`src/rtl/octave_keypoint_collector_pkg.sv`:
```
// Shared definitions for the keypoint collector.
// Record layout, MSB first: {eof, lane[1:0], sign, y[9:0], x[9:0], mag[outW-1:0]}.
// The field positions below are offsets above the mag field. The absolute
// bit position of a field is outW plus its offset.
package sift_kp_pkg;
  localparam int KP_XY_W     = 10;
  localparam int KP_LANE_W   = 2;
  localparam int KP_X_LSB    = 0;
  localparam int KP_Y_LSB    = 10;
  localparam int KP_SIGN_BIT = 20;
  localparam int KP_LANE_LSB = 21;
  localparam int KP_EOF_BIT  = 23;

  // Total record width for a given lane sample width.
  function automatic int kp_w(input int outW);
    return 24 + outW;
  endfunction

  // |v| clamped to the largest positive w-bit value, so the most negative
  // input maps to 2^(w-1)-1 and does not wrap. Valid for w up to 15.
  function automatic logic [15:0] sat_abs(input logic signed [15:0] v, input int w);
    logic [15:0] lim, a;
    lim = 16'((32'd1 << (w - 1)) - 32'd1);
    a   = (v < 0) ? 16'(-v) : 16'(v);
    return (a > lim) ? lim : a;
  endfunction
endpackage

```
`src/rtl/octave_keypoint_collector_if.sv`:
```
// Keypoint record stream, valid/ready.
//   master: drives kp_valid and kp_data; samples kp_ready
//   slave : samples kp_valid and kp_data; drives kp_ready
interface octave_keypoint_collector_if #(parameter int W = 32);
  logic         kp_valid;
  logic         kp_ready;
  logic [W-1:0] kp_data;
  modport master(output kp_valid, output kp_data, input kp_ready);
  modport slave (input kp_valid, input kp_data, output kp_ready);
endinterface

```
`src/rtl/octave_keypoint_collector_fifo.sv`:
```
// kp_fifo: synchronous FIFO with a registered head word.
//   clk, rst_p      clock, async active-high reset (empties FIFO, clears dout)
//   push, wdata     write; ignored when full unless a pop happens in the same cycle
//   pop             read; only meaningful while valid
//   dout, valid     head word and its valid flag
//   full            all D entries occupied
// dout always holds the head entry, so it stays stable until a pop. A write
// into an empty FIFO lands in dout at the same edge, giving one cycle from
// push to valid.
module kp_fifo #(
  parameter int W = 32,
  parameter int D = 16
) (
  input  logic         clk,
  input  logic         rst_p,
  input  logic         push,
  input  logic [W-1:0] wdata,
  input  logic         pop,
  output logic [W-1:0] dout,
  output logic         valid,
  output logic         full
);
  localparam int AW = $clog2(D);

  logic [W-1:0]  mem [D];
  logic [AW-1:0] rd, wr, rdNext;
  logic [AW:0]   cnt;
  logic          wrEn, rdEn;

  assign valid  = (cnt != '0);
  assign full   = (cnt == (AW+1)'(D));
  assign rdEn   = pop && valid;
  // The slot freed by a pop is available to a push in the same cycle.
  assign wrEn   = push && (!full || rdEn);
  assign rdNext = rd + 1'b1;

  always_ff @(posedge clk) begin
    if (wrEn) mem[wr] <= wdata;
  end

  always_ff @(posedge clk or posedge rst_p) begin
    if (rst_p) begin
      rd   <= '0;
      wr   <= '0;
      cnt  <= '0;
      dout <= '0;
    end else begin
      if (wrEn) wr <= wr + 1'b1;
      if (rdEn) rd <= rdNext;
      case ({wrEn, rdEn})
        2'b10:   cnt <= cnt + 1'b1;
        2'b01:   cnt <= cnt - 1'b1;
        default: cnt <= cnt;
      endcase
      // With one entry left, the next head can only be the word being
      // written now, because it is not in mem yet.
      if (rdEn)
        dout <= (cnt == (AW+1)'(1)) ? wdata : mem[rdNext];
      else if (!valid && wrEn)
        dout <= wdata;
    end
  end
endmodule

```
`src/rtl/octave_keypoint_collector.sv`:
```
// octave_keypoint_collector: thresholds the octave datapath lane outputs and
// packs the qualifying samples into keypoint records.
//   clk, rst_p    clock, async active-high reset
//   en, sof       sample strobe and frame start (datapath input pixel 0)
//   laneIn        laneN signed outW-bit lanes, lane i at [i*outW +: outW]
//   thr           unsigned magnitude threshold (strictly greater qualifies)
//   kp            record stream (master): {eof, lane, sign, y, x, mag}
//   ovf_cnt       saturating count of dropped records
// Optional macro KP_NMS_EN selects 1-D horizontal non-max suppression.
module octave_keypoint_collector
  import sift_kp_pkg::*;
#(
  parameter int outW     = 8,
  parameter int laneN    = 4,
  parameter int frameW   = 640,
  parameter int frameH   = 480,
  parameter int PIPE_LAT = 200,
  parameter int FIFO_D   = 16
) (
  input  logic                    clk,
  input  logic                    rst_p,
  input  logic                    en,
  input  logic                    sof,
  input  logic [outW*laneN-1:0]   laneIn,
  input  logic [outW-1:0]         thr,
  octave_keypoint_collector_if.master kp,
  output logic [15:0]             ovf_cnt
);
  localparam int RW = kp_w(outW);
  localparam logic [RW-1:0] EOF_REC = RW'(1) << (outW + KP_EOF_BIT);

  // Scoring: saturated magnitude per lane, then the largest, lowest index on ties.
  logic [laneN-1:0][outW-1:0] mag;
  logic [outW-1:0]            bestMag;
  logic [KP_LANE_W-1:0]       bestLane;
  logic                       sign;

  for (genvar gi = 0; gi < laneN; gi++) begin : gLane
    assign mag[gi] = outW'(sat_abs(16'(signed'(laneIn[gi*outW +: outW])), outW));
  end

  always_comb begin
    bestMag  = mag[0];
    bestLane = '0;
    for (int i = 1; i < laneN; i++) begin
      if (mag[i] > bestMag) begin
        bestMag  = mag[i];
        bestLane = KP_LANE_W'(i);
      end
    end
  end
  assign sign = laneIn[int'(bestLane)*outW + outW - 1];

  // Latency compensation and pixel coordinates. A sof takes effect in its
  // own cycle, so a sof sample with en is already the first warm-up sample.
  logic [15:0]         wcnt, wc;
  logic                active, act, pix, lastPix;
  logic [KP_XY_W-1:0]  x, y, xc, yc;
  logic [RW-1:0]       curRec;

  always_comb begin
    wc      = sof ? 16'(PIPE_LAT) : wcnt;
    act     = sof | active;
    xc      = sof ? '0 : x;
    yc      = sof ? '0 : y;
    pix     = en && (wc == '0) && act;
    lastPix = pix && (xc == KP_XY_W'(frameW-1)) && (yc == KP_XY_W'(frameH-1));
  end
  assign curRec = {1'b0, bestLane, sign, yc, xc, bestMag};

  always_ff @(posedge clk or posedge rst_p) begin
    if (rst_p) begin
      wcnt   <= '0;
      active <= 1'b0;
      x      <= '0;
      y      <= '0;
    end else if (sof || en) begin
      wcnt   <= (en && wc != '0) ? wc - 16'd1 : wc;
      active <= act && !lastPix;
      if (pix && xc == KP_XY_W'(frameW-1)) begin
        x <= '0;
        y <= yc + 1'b1;
      end else begin
        x <= pix ? xc + 1'b1 : xc;
        y <= yc;
      end
    end
  end

  // Registered stage feeding the FIFO. sLast marks the frame's final pixel.
  logic          sVld, sLast;
  logic [RW-1:0] sRec;

`ifdef KP_NMS_EN
  // A candidate waits one pixel for its right neighbour. A line-end
  // candidate compares against 0 on the right. A frame-end candidate is
  // decided the following cycle. A sof discards a pending mid-frame candidate.
  logic            cV, cLineEnd, cFrameEnd, decide, keep;
  logic [RW-1:0]   cRec;
  logic [outW-1:0] cScore, cLeft, right;

  assign decide = cV && (cFrameEnd || (en && !sof));
  assign right  = (cLineEnd || !pix) ? '0 : bestMag;
  assign keep   = (cScore > cLeft) && (cScore >= right) && (cScore > thr);

  always_ff @(posedge clk or posedge rst_p) begin
    if (rst_p) begin
      cV <= 1'b0; cLineEnd <= 1'b0; cFrameEnd <= 1'b0;
      cRec <= '0; cScore <= '0; cLeft <= '0;
      sVld <= 1'b0; sLast <= 1'b0; sRec <= '0;
    end else begin
      sVld  <= decide && keep;
      sLast <= decide && cFrameEnd;
      sRec  <= cRec;
      if (pix) begin
        cV        <= 1'b1;
        cRec      <= curRec;
        cScore    <= bestMag;
        cLeft     <= (xc == '0) ? '0 : cScore;
        cLineEnd  <= (xc == KP_XY_W'(frameW-1));
        cFrameEnd <= lastPix;
      end else if (decide || sof) begin
        cV <= 1'b0;
      end
    end
  end
`else
  always_ff @(posedge clk or posedge rst_p) begin
    if (rst_p) begin
      sVld <= 1'b0; sLast <= 1'b0; sRec <= '0;
    end else begin
      sVld  <= pix && (bestMag > thr);
      sLast <= lastPix;
      sRec  <= curRec;
    end
  end
`endif

  // FIFO push arbitration. A pending EOF marker owns the write port until it
  // lands. Any keypoint in the stage meanwhile is dropped.
  logic          pop, full, space, eofPend, eofPush, kpPush, push, drop;
  logic [RW-1:0] wdata;

  assign pop     = kp.kp_valid && kp.kp_ready;
  assign space   = !full || pop;
  assign eofPush = eofPend && space;
  assign kpPush  = sVld && !eofPend && space;
  assign push    = eofPush || kpPush;
  assign wdata   = eofPush ? EOF_REC : sRec;
  assign drop    = sVld && (eofPend || !space);

  always_ff @(posedge clk or posedge rst_p) begin
    if (rst_p) begin
      eofPend <= 1'b0;
      ovf_cnt <= '0;
    end else begin
      eofPend <= (eofPend && !space) || sLast;
      if (drop && ovf_cnt != 16'hFFFF) ovf_cnt <= ovf_cnt + 16'd1;
    end
  end

  kp_fifo #(.W(RW), .D(FIFO_D)) uFifo (
    .clk   (clk),
    .rst_p (rst_p),
    .push  (push),
    .wdata (wdata),
    .pop   (pop),
    .dout  (kp.kp_data),
    .valid (kp.kp_valid),
    .full  (full)
  );
endmodule

```
`src/flat_wrapper.sv`:
```
// flat-port wrapper written by rule: the top's interface ports become plain ports
module octave_keypoint_collector_flat import sift_kp_pkg::*;
#(
  parameter int outW     = 8,
  parameter int laneN    = 4,
  parameter int frameW   = 640,
  parameter int frameH   = 480,
  parameter int PIPE_LAT = 200,
  parameter int FIFO_D   = 16
)
  (clk, rst_p, en, sof, laneIn, thr, ovf_cnt, kp_kp_valid, kp_kp_data, kp_kp_ready);
  octave_keypoint_collector_if #(.W(32)) kp_i ();
  input  logic clk;
  input  logic rst_p;
  input  logic en;
  input  logic sof;
  input  logic [outW*laneN-1:0] laneIn;
  input  logic [outW-1:0] thr;
  output logic [15:0] ovf_cnt;
  output wire logic [$bits(kp_i.kp_valid)-1:0] kp_kp_valid;
  output wire logic [$bits(kp_i.kp_data)-1:0] kp_kp_data;
  input wire logic [$bits(kp_i.kp_ready)-1:0] kp_kp_ready;
  assign kp_kp_valid = kp_i.kp_valid;
  assign kp_kp_data = kp_i.kp_data;
  assign kp_i.kp_ready = kp_kp_ready;
  octave_keypoint_collector #(.outW(outW), .laneN(laneN), .frameW(frameW), .frameH(frameH), .PIPE_LAT(PIPE_LAT), .FIFO_D(FIFO_D)) u_core (.clk(clk), .rst_p(rst_p), .en(en), .sof(sof), .laneIn(laneIn), .thr(thr), .kp(kp_i), .ovf_cnt(ovf_cnt));
endmodule
```
`config.mk`:
```
export PLATFORM = sky130hd
export DESIGN_NAME = octave_keypoint_collector_flat
export DESIGN_NICKNAME = d
export VERILOG_FILES = /design/src/rtl/octave_keypoint_collector_pkg.sv /design/src/rtl/octave_keypoint_collector_if.sv /design/src/rtl/octave_keypoint_collector_fifo.sv /design/src/rtl/octave_keypoint_collector.sv /design/src/flat_wrapper.sv
export SDC_FILE = /design/constraint.sdc
export NUM_CORES = 1
export LEC_CHECK = 0
export ABC_AREA = 1
export CORE_ASPECT_RATIO = 0.5
export CORE_MARGIN = 2
export CORE_UTILIZATION = 45
export DETAILED_ROUTE_END_ITERATION = 12
export PLACE_DENSITY = 0.6
export SLEW_MARGIN = 20
export SYNTH_ARGS = -nofsm -noshare
export SYNTH_HDL_FRONTEND = slang
export SYNTH_SLANG_ARGS = --single-unit
```
`constraint.sdc`:
```
create_clock -name clk -period 6.3 [get_ports clk]
set_input_delay 1.575 -clock clk [delete_from_list [all_inputs] [get_ports clk]]
set_output_delay 1.575 -clock clk [all_outputs]
set_load 0.01 [all_outputs]
```
==> results.tsv, run 1 <==
stage	metric	value	unit
cts	numCtsBuffers	57	
floorplan	rows	64	
power_and_ir_drop	power.internal	8.23	mW
critical_path	crit_path_max_fanout	7	
power_and_ir_drop	p_leak	12.0	nW
cts	cts_tree	yes	
critical_path	slowest_stage	a211oi_2	
floorplan	ioPinCount	94	
power_and_ir_drop	switching_share	0.375	
placed_design	portBuffers	93	
critical_path	crit_path_start_kind	input port	
global_route	grt_use_met2	0.356	
detailed_routing	dr.first_iter.drc_count	1798	
timing	fin_crit	5950	ps
timing	skew	38.4	ps
cts	clk_path_buf_depth	3	
cells_and_area	fillers	5186	
flow_run	maxCapViolCount	0	
yosys	ys.flop_type	edfxtp_1	
critical_path	crit_arrival	6460	ps
timing	fmax	168	MHz
cells_and_area	multiInputGateArea	0.00829	mm²
power_and_ir_drop	power_switching	4.95	mW
cells_and_area	fin_nets	2615	
yosys	synth.distinct_cells	51	
global_route	met1_usage	0.312	
global_route	antenna_found_initial	2	
cells_and_area	stdcell_area	0.0322	mm²
placed_design	pre_cts_ws	-800	ps
timing	max_slew_margin	0.218	
cells_and_area	layout-drive-gt1-share	0.123	
outcome	status	completed	
detailed_routing	first_pass_iters	5	
critical_path	r2r_slack	2240	ps
timing	slew_viol_final	0	
floorplan	start_util	0.454	
critical_path	r2r_start	u_core.uFifo.cnt[0]	
yosys	syn-mean-instance-area	11.6	µm²
floorplan	dieArea	0.0636	mm²
yosys	synth-seq-cells	644	
global_route	track_usage	0.220	
yosys	ys_seq_area_frac	0.675	
timing	hold_viol	0	
timing	timing.final.ws_setup	349	ps
detailed_routing	wl	71000	µm
yosys	async_reset_ff_frac	0.205	
critical_path	cp.required	6810	ps
cells_and_area	area_delta_synth_final	16.4	%
critical_path	rr_worst_depth	12	
global_route	grtUsageMet3	0.0445	
power_and_ir_drop	pwr-share-seq	0.380	
cells_and_area	seqCellArea	0.0187	mm²
cells_and_area	layoutNonFillerInstCount	3395	
cts	clock_sinks	644	
yosys	synth_top_area_frac	0.556	
floorplan	die-height	179	µm
timing	worst_pin_slew	1170	ps
cells_and_area	n_antenna_cell	0	
global_route	grt_first_pass_wirelength	108000	µm
critical_path	crit_path_end_kind	flip-flop	
yosys	synth.area.top_cells	edfxtp_1, dfrtp_1, o21ai_0	
worst_hold_path	hp-class	reg -> reg	
power_and_ir_drop	p_clk_frac	0.254	
yosys	synthCells	2382	
detailed_routing	routedWlPerCell	20.9	µm
placed_design	dp_cells	3279	
yosys	yosysWarnings	0	
critical_path	timing.rr.end	u_core.uFifo.dout[11]	
yosys	syn_area	0.0277	mm²
detailed_routing	vias	18800	
timing	finalSetupViolCount	0	
detailed_routing	viasPerCell	5.54	
critical_path	critPathMaxStageDelay	340	ps
global_route	gr-total-overflow	0	
cts	clock_latency	620	ps
global_route	grt.busiest_layer	met2	
worst_hold_path	hp-start	u_core.sLast	
cts	clk_pin_slew	60	ps
power_and_ir_drop	comb_power_share	0.366	
floorplan	placeableCoreArea	0.0609	mm²
cts	cts_max_level	2	
cells_and_area	final_util	0.529	
placed_design	place_area	0.0301	mm²
cts	cts_hold_buf	0	
yosys	synth_top_area_cell	edfxtp_1	
placed_design	hpwl	40100	µm
cts	cts-root-buf	clkbuf_16	
global_route	grt_pass1_vias	18200	
detailed_routing	drc_errors	0	
placed_design	finalWeightedCongestion	0.826	
power_and_ir_drop	p_per_area	409	mW/mm²
timing	fin_setup_tns	0	ps
critical_path	crit_top_cell	nand2_1	
critical_path	cp-startpoint	laneIn[8]	
critical_path	worstSetupPathType	in -> reg	
timing	fin_crit_sh	0.945	
yosys	synth_edf_count	512	
power_and_ir_drop	ir_worst_vdd	0.435	mV
worst_hold_path	hold_end	u_core.eofPend	
detailed_routing	antenna_left	0	
floorplan	die_x	355	µm
global_route	grt_max_degree	105	
worst_hold_path	hold_depth	1	
==> flip-flops by register name, summed over array words and instances (netlist names) <==
signal	count
u_core.uFifo.mem	512
u_core.uFifo.dout	32
u_core.sRec	31
u_core.ovf_cnt	16
u_core.wcnt	16
u_core.x	10
u_core.y	10
u_core.uFifo.cnt	5
u_core.uFifo.rd	4
u_core.uFifo.wr	4
u_core.active	1
u_core.eofPend	1
u_core.sLast	1
u_core.sVld	1
==> stage by stage <==
step	total power, mW	hold slack, ps
2_1_floorplan	8.15	417
3_3_place_gp	9.75	433
5_1_grt	13.9	458
4_1_cts	13.1	457
3_5_place_dp	9.80	444
6_report	13.2	446
==> logic make-up after synthesis <==
group                    count (synthesis)  share of synthesized area
AND/OR/NAND/NOR                        787                      0.121
flip-flops                             644                      0.675
AO/OA/AOI/OAI                          546                      0.122
buffers and inverters                  295                     0.0416
XOR/XNOR                                60                     0.0190
adder cells (fa/ha/maj)                 48                     0.0217
other                                    2                   0.000271
==> layout make-up <==
type                       instances  area share
multi-input combinational       1450       0.257
sequential                       644       0.580
clock buffer                      93      0.0515
inverter                         168      0.0203
clock inverter                    14     0.00330
timing repair buffer             201      0.0559
tap                              825      0.0320
==> routing by layer <==
| layer | part of all wire | wire, µm |
|---|---|---|
| met5 | 0 | 0 |
| met4 | 0.016 | 1120 |
| met3 | 0.080 | 5710 |
| met2 | 0.46 | 32500 |
| met1 | 0.45 | 31700 |
==> worst max path at each step <==
stage / end
after floorplan: u_core.sVld
after global placement: u_core.sVld
after detailed placement: u_core.sVld
after CTS: u_core.sVld
after global routing: u_core.sVld
final: u_core.sVld
==> critical path, delay by kind of cell <==
kind | cells | cell delay (ps)
and+or+nand+nor | 17 | 1660
xor gates and xnor gates | 1 | 170
buffers and inverters | 3 | 380
adders and majority gates | 4 | 1110
AOI/OAI and AO/OA | 13 | 1550
==> power by group through the flow <==
stage | registers [mW] | logic [mW] | clock network, mW
6_report | 5.00 | 4.82 | 3.35
5_1_grt | 5.03 | 5.32 | 3.56
4_1_cts | 5.00 | 4.75 | 3.39
3_5_place_dp | 5.09 | 4.72 | 0
3_3_place_gp | 5.09 | 4.66 | 0
2_1_floorplan | 5.03 | 3.11 | 0
==> what timing repair did <==
action | in CTS | in global routing
buffers inserted | 4 | 4
pin swaps | 4 | 37
endpoints found under the setup margin | 1 | 1
gates cloned | 0 | 1
resized for setup | 13 | 73
==> placed cells by master, fill, tap and decap left out, types with 8 or more instances in the layout <==
master             n
edfxtp_1         512
nor2_1           334
o21ai_0          273
nand2_1          250
inv_1            148
dfrtp_1          131
buf_4            104
nand3_1           86
o221ai_1          84
clkdlybuf4s50_1   77
o211ai_1          74
clkbuf_16         57
xor2_1            44
o22ai_1           42
ha_1              40
clkbuf_1          25
a21oi_1           23
nor2_4            23
nor3_1            19
o21ai_2           19
nand2_2           14
nand4_1           14
xnor2_1           14
inv_2             12
dlymetal6s2s_1    12
nor2_2             9
clkbuf_8           9
nor4_1             8
o21ai_1            8
conb_1             8
==> cells in the mapped netlist, types with 3 or more instances <==
master / number
o22ai_1: 42
o211ai_1: 74
edfxtp_1: 512
nor2_4: 3
nor4_1: 8
clkbuf_1: 106
o21ai_2: 12
nand2_4: 3
o21ai_0: 288
nor2_1: 357
nand3_1: 89
nand2_1: 258
nand3b_1: 6
inv_1: 158
inv_2: 7
o221ai_1: 84
nor3b_1: 3
nor2_2: 6
dfrtp_1: 132
nor3_1: 19
nand3_2: 5
xor2_1: 44
nand4_1: 14
a21oi_1: 30
nand2_2: 9
xnor2_1: 16
ha_1: 48
o21bai_1: 3
buf_1: 14
Note: power is estimated with default switching activity, not from simulation.
==> run 2, diff against run 1 <==
--- a/config.mk
+++ b/config.mk
@@ -8,9 +8,9 @@
 export ABC_AREA = 1
 export CORE_ASPECT_RATIO = 0.5
 export CORE_MARGIN = 2
-export CORE_UTILIZATION = 45
+export CORE_UTILIZATION = 30
 export DETAILED_ROUTE_END_ITERATION = 12
-export PLACE_DENSITY = 0.6
+export PLACE_DENSITY = 0.43
 export SLEW_MARGIN = 20
 export SYNTH_ARGS = -nofsm -noshare
 export SYNTH_HDL_FRONTEND = slang
==> run 2 against run 1 <==
Critical endpoint unchanged. Routed wire length increased by 12%. Non-clock buffer count increased by 18. Combinational power increased by 4.4%. Maximum frequency decreased by 1.0%. Flip-flop and latch count unchanged. Clock skew decreased by 17 ps. Sequential share of layout area decreased by 1.7 points. Via count decreased by 0.45%. First-iteration DRC count decreased by 11%. Total power increased by 4.8%. Design area increased by 3.0%. Critical path type unchanged.
==> results.tsv, run 2 (synthesis results as in run 1) <==
stage	metric	value	unit	change
timing	hold_viol	0		unchanged
critical_path	path_buf_inv	4		+1
outcome	status	completed		
power_and_ir_drop	p_leak	12.2	nW	+1.8%
cts	clk_pin_slew	60	ps	about the same
cts	cts_max_level	3		+1
cells_and_area	area_delta_synth_final	20.0	%	
critical_path	cp.required	6770	ps	-40 ps
cells_and_area	final_cell_mix	edfxtp_1, nor2_1, o21ai_0		
detailed_routing	highest_layer	met4		
timing	worst_pin_slew	1120	ps	-54.2 ps
power_and_ir_drop	power.internal	8.57	mW	+4.2%
global_route	grt_pass1_vias	18500		+1.9%
cts	numCtsBuffers	66		+16%
detailed_routing	antenna_left	0		unchanged
cells_and_area	layoutNonFillerInstCount	3841		+13%
cells_and_area	layout-drive-gt1-share	0.135		+0.0124
placed_design	portBuffers	93		unchanged
cells_and_area	reg_top3	u_core.uFifo.mem: 512 flops, u_core.uFifo.dout: 32 flops, u_core.sRec: 31 flops		
power_and_ir_drop	power	13.8	mW	+4.8%
timing	fmax	166	MHz	-1.0%
worst_hold_path	hp-class	reg -> reg		
detailed_routing	wl_met3	3590	µm	-37%
cts	clock_latency	600	ps	-20 ps
timing	timing.final.ws_setup	288	ps	-61.4 ps
floorplan	ioPinCount	94		unchanged
critical_path	crit_path_start_kind	input port		
global_route	antenna_found_initial	2		unchanged
detailed_routing	viasPerCell	4.88		-12%
global_route	grt_max_degree	164		+56%
critical_path	crit_path_max_fanout	7		unchanged
power_and_ir_drop	ir_worst_vdd	0.421	mV	-3.3%
cells_and_area	fillers	8931		+72%
global_route	grt_first_pass_wirelength	120000	µm	+11%
floorplan	die-height	219	µm	+22%
detailed_routing	routedWlPerCell	20.8	µm	-0.81%
detailed_routing	dr.first_iter.drc_count	1594		-11%
floorplan	dieArea	0.0948	mm²	+49%
cells_and_area	final_common_cell	edfxtp_1		
cells_and_area	multiInputGateArea	0.00836	mm²	+0.83%
critical_path	path_delay_family	compound AO/OA/AOI/OAI gates		
floorplan	start_util	0.304		-0.150
placed_design	dp_cells	3705		+13%
placed_design	hpwl	45600	µm	+14%
timing	finalSetupViolCount	0		unchanged
flow_run	maxCapViolCount	0		unchanged
power_and_ir_drop	pwr-share-seq	0.364		-0.016
timing	max_slew_margin	0.255		+0.0362
critical_path	critPathMaxStageDelay	320	ps	-20 ps
detailed_routing	wl	79700	µm	+12%
power_and_ir_drop	power_switching	5.23	mW	+5.8%
placed_design	place_area	0.0307	mm²	+2.0%
power_and_ir_drop	comb_power_share	0.364		-0.002
floorplan	placeableCoreArea	0.0911	mm²	+49%
global_route	track_usage	0.168		-0.0519
critical_path	slowest_stage	a211oi_2		
critical_path	crit_path_end_kind	flip-flop		
timing	skew	21.2	ps	-17.2 ps
cells_and_area	stdcell_area	0.0332	mm²	+3.0%
timing	fin_crit_sh	0.954		+0.00975
detailed_routing	met2WireLength	36200	µm	+11%
floorplan	rows	78		+22%
power_and_ir_drop	switching_share	0.379		+0.00355
power_and_ir_drop	p_per_area	416	mW/mm²	+1.7%
placed_design	finalWeightedCongestion	0.772		-6.5%
detailed_routing	vias	18700		-0.45%
timing	slew_viol_final	0		unchanged
critical_path	crit_arrival	6480	ps	+20 ps
cells_and_area	seqCellArea	0.0187	mm²	unchanged
cts	cts_tree	yes		
placed_design	pre_cts_ws	-848	ps	-48.2 ps
cells_and_area	fin_nets	2642		+1.0%
critical_path	worstSetupPathType	in -> reg		
cts	cts-root-buf	clkbuf_16		
global_route	gr-total-overflow	0		unchanged
timing	fin_crit	6010	ps	+61.4 ps
cells_and_area	largest_register_ffs	512		unchanged
detailed_routing	first_pass_iters	5		unchanged
cts	cts_hold_buf	0		unchanged
power_and_ir_drop	p_clk_frac	0.272		+0.018
detailed_routing	wirelength_met1	38600	µm	+22%
floorplan	die_x	434	µm	+22%
critical_path	crit_top_cell	ha_4		
cts	clock_sinks	644		unchanged
cts	clk_path_buf_depth	3		unchanged
detailed_routing	drc_errors	0		unchanged
cells_and_area	regMostFlops	u_core.uFifo.mem		
[run 2: cell count changes in the layout (fill, tap and decap cells not counted), moves of 3 or more]
| cell | change |
|---|---|
| buf_4 | +16 |
| clkbuf_16 | +12 |
| clkbuf_8 | -5 |
| clkbuf_1 | +3 |
| nand2_1 | -3 |
[run 2: worst paths after layout]
kind                                     from                     to  slack [ps]  cells past startpoint
setup / recovery                   laneIn[10]            u_core.sVld         290                     36
hold / removal                   u_core.sLast         u_core.eofPend         440                      1
setup reg to reg           u_core.uFifo.rd[0]  u_core.uFifo.dout[31]        2320                     10
hold reg to reg                  u_core.sLast         u_core.eofPend         440                      1
max in group asynchronous               rst_p         u_core.eofPend        3820                      3
min in group asynchronous               rst_p     u_core.ovf_cnt[15]        1440                      2
[run 2: power groups by stage]
stage / sequential, mW / clock (mW) / combinational (mW)
floorplan: 5.03 / 0 / 3.11
global placement: 5.11 / 0 / 4.99
detailed placement: 5.11 / 0 / 4.99
CTS: 5.02 / 3.85 / 5.03
global route: 5.04 / 4.01 / 5.58
finish: 5.02 / 3.75 / 5.03
[run 2: metal layers]
layer	vias to the layer above	GRT usage
li1	8878	-
met2	391	0.264
met5	-	0
met4	0	0.0384
met1	9382	0.244
met3	87	0.0271
[run 2: final cells by class]
type                       count  area share
antenna                        1   0.0000754
clock buffer                 101      0.0568
clock inverter                18     0.00351
inverter                     168      0.0198
multi-input combinational   1450       0.252
sequential                   644       0.563
tap                         1240      0.0467
timing repair buffer         219      0.0585
[run 2: worst register-to-register path: stages, from the launching register on]
cell      delay [ps]
dfrtp_4         1030
ha_4             500
clkinv_2         160
buf_4            540
buf_4            690
o21ai_0          220
o22ai_1          200
nor2_1            60
o21ai_0          280
nand2_1           90
o311ai_0         120
[run 2: through the flow]
stage,util,hold slack [ps],TNS (ps)
global route,0.365,468,-25.9
floorplan,-,417,-153
CTS,0.361,462,0
detailed placement,0.338,436,-1790
finish,0.365,445,0
global placement,0.337,429,-918
[run 2: repair_timing]
| action | 4_1_cts | 5_1_grt |
|---|---|---|
| gates cloned | 1 | 0 |
| resized for setup | 26 | 82 |
| pin swaps | 16 | 42 |
| setup endpoints to repair | 1 | 1 |
| setup buffers | 7 | 8 |
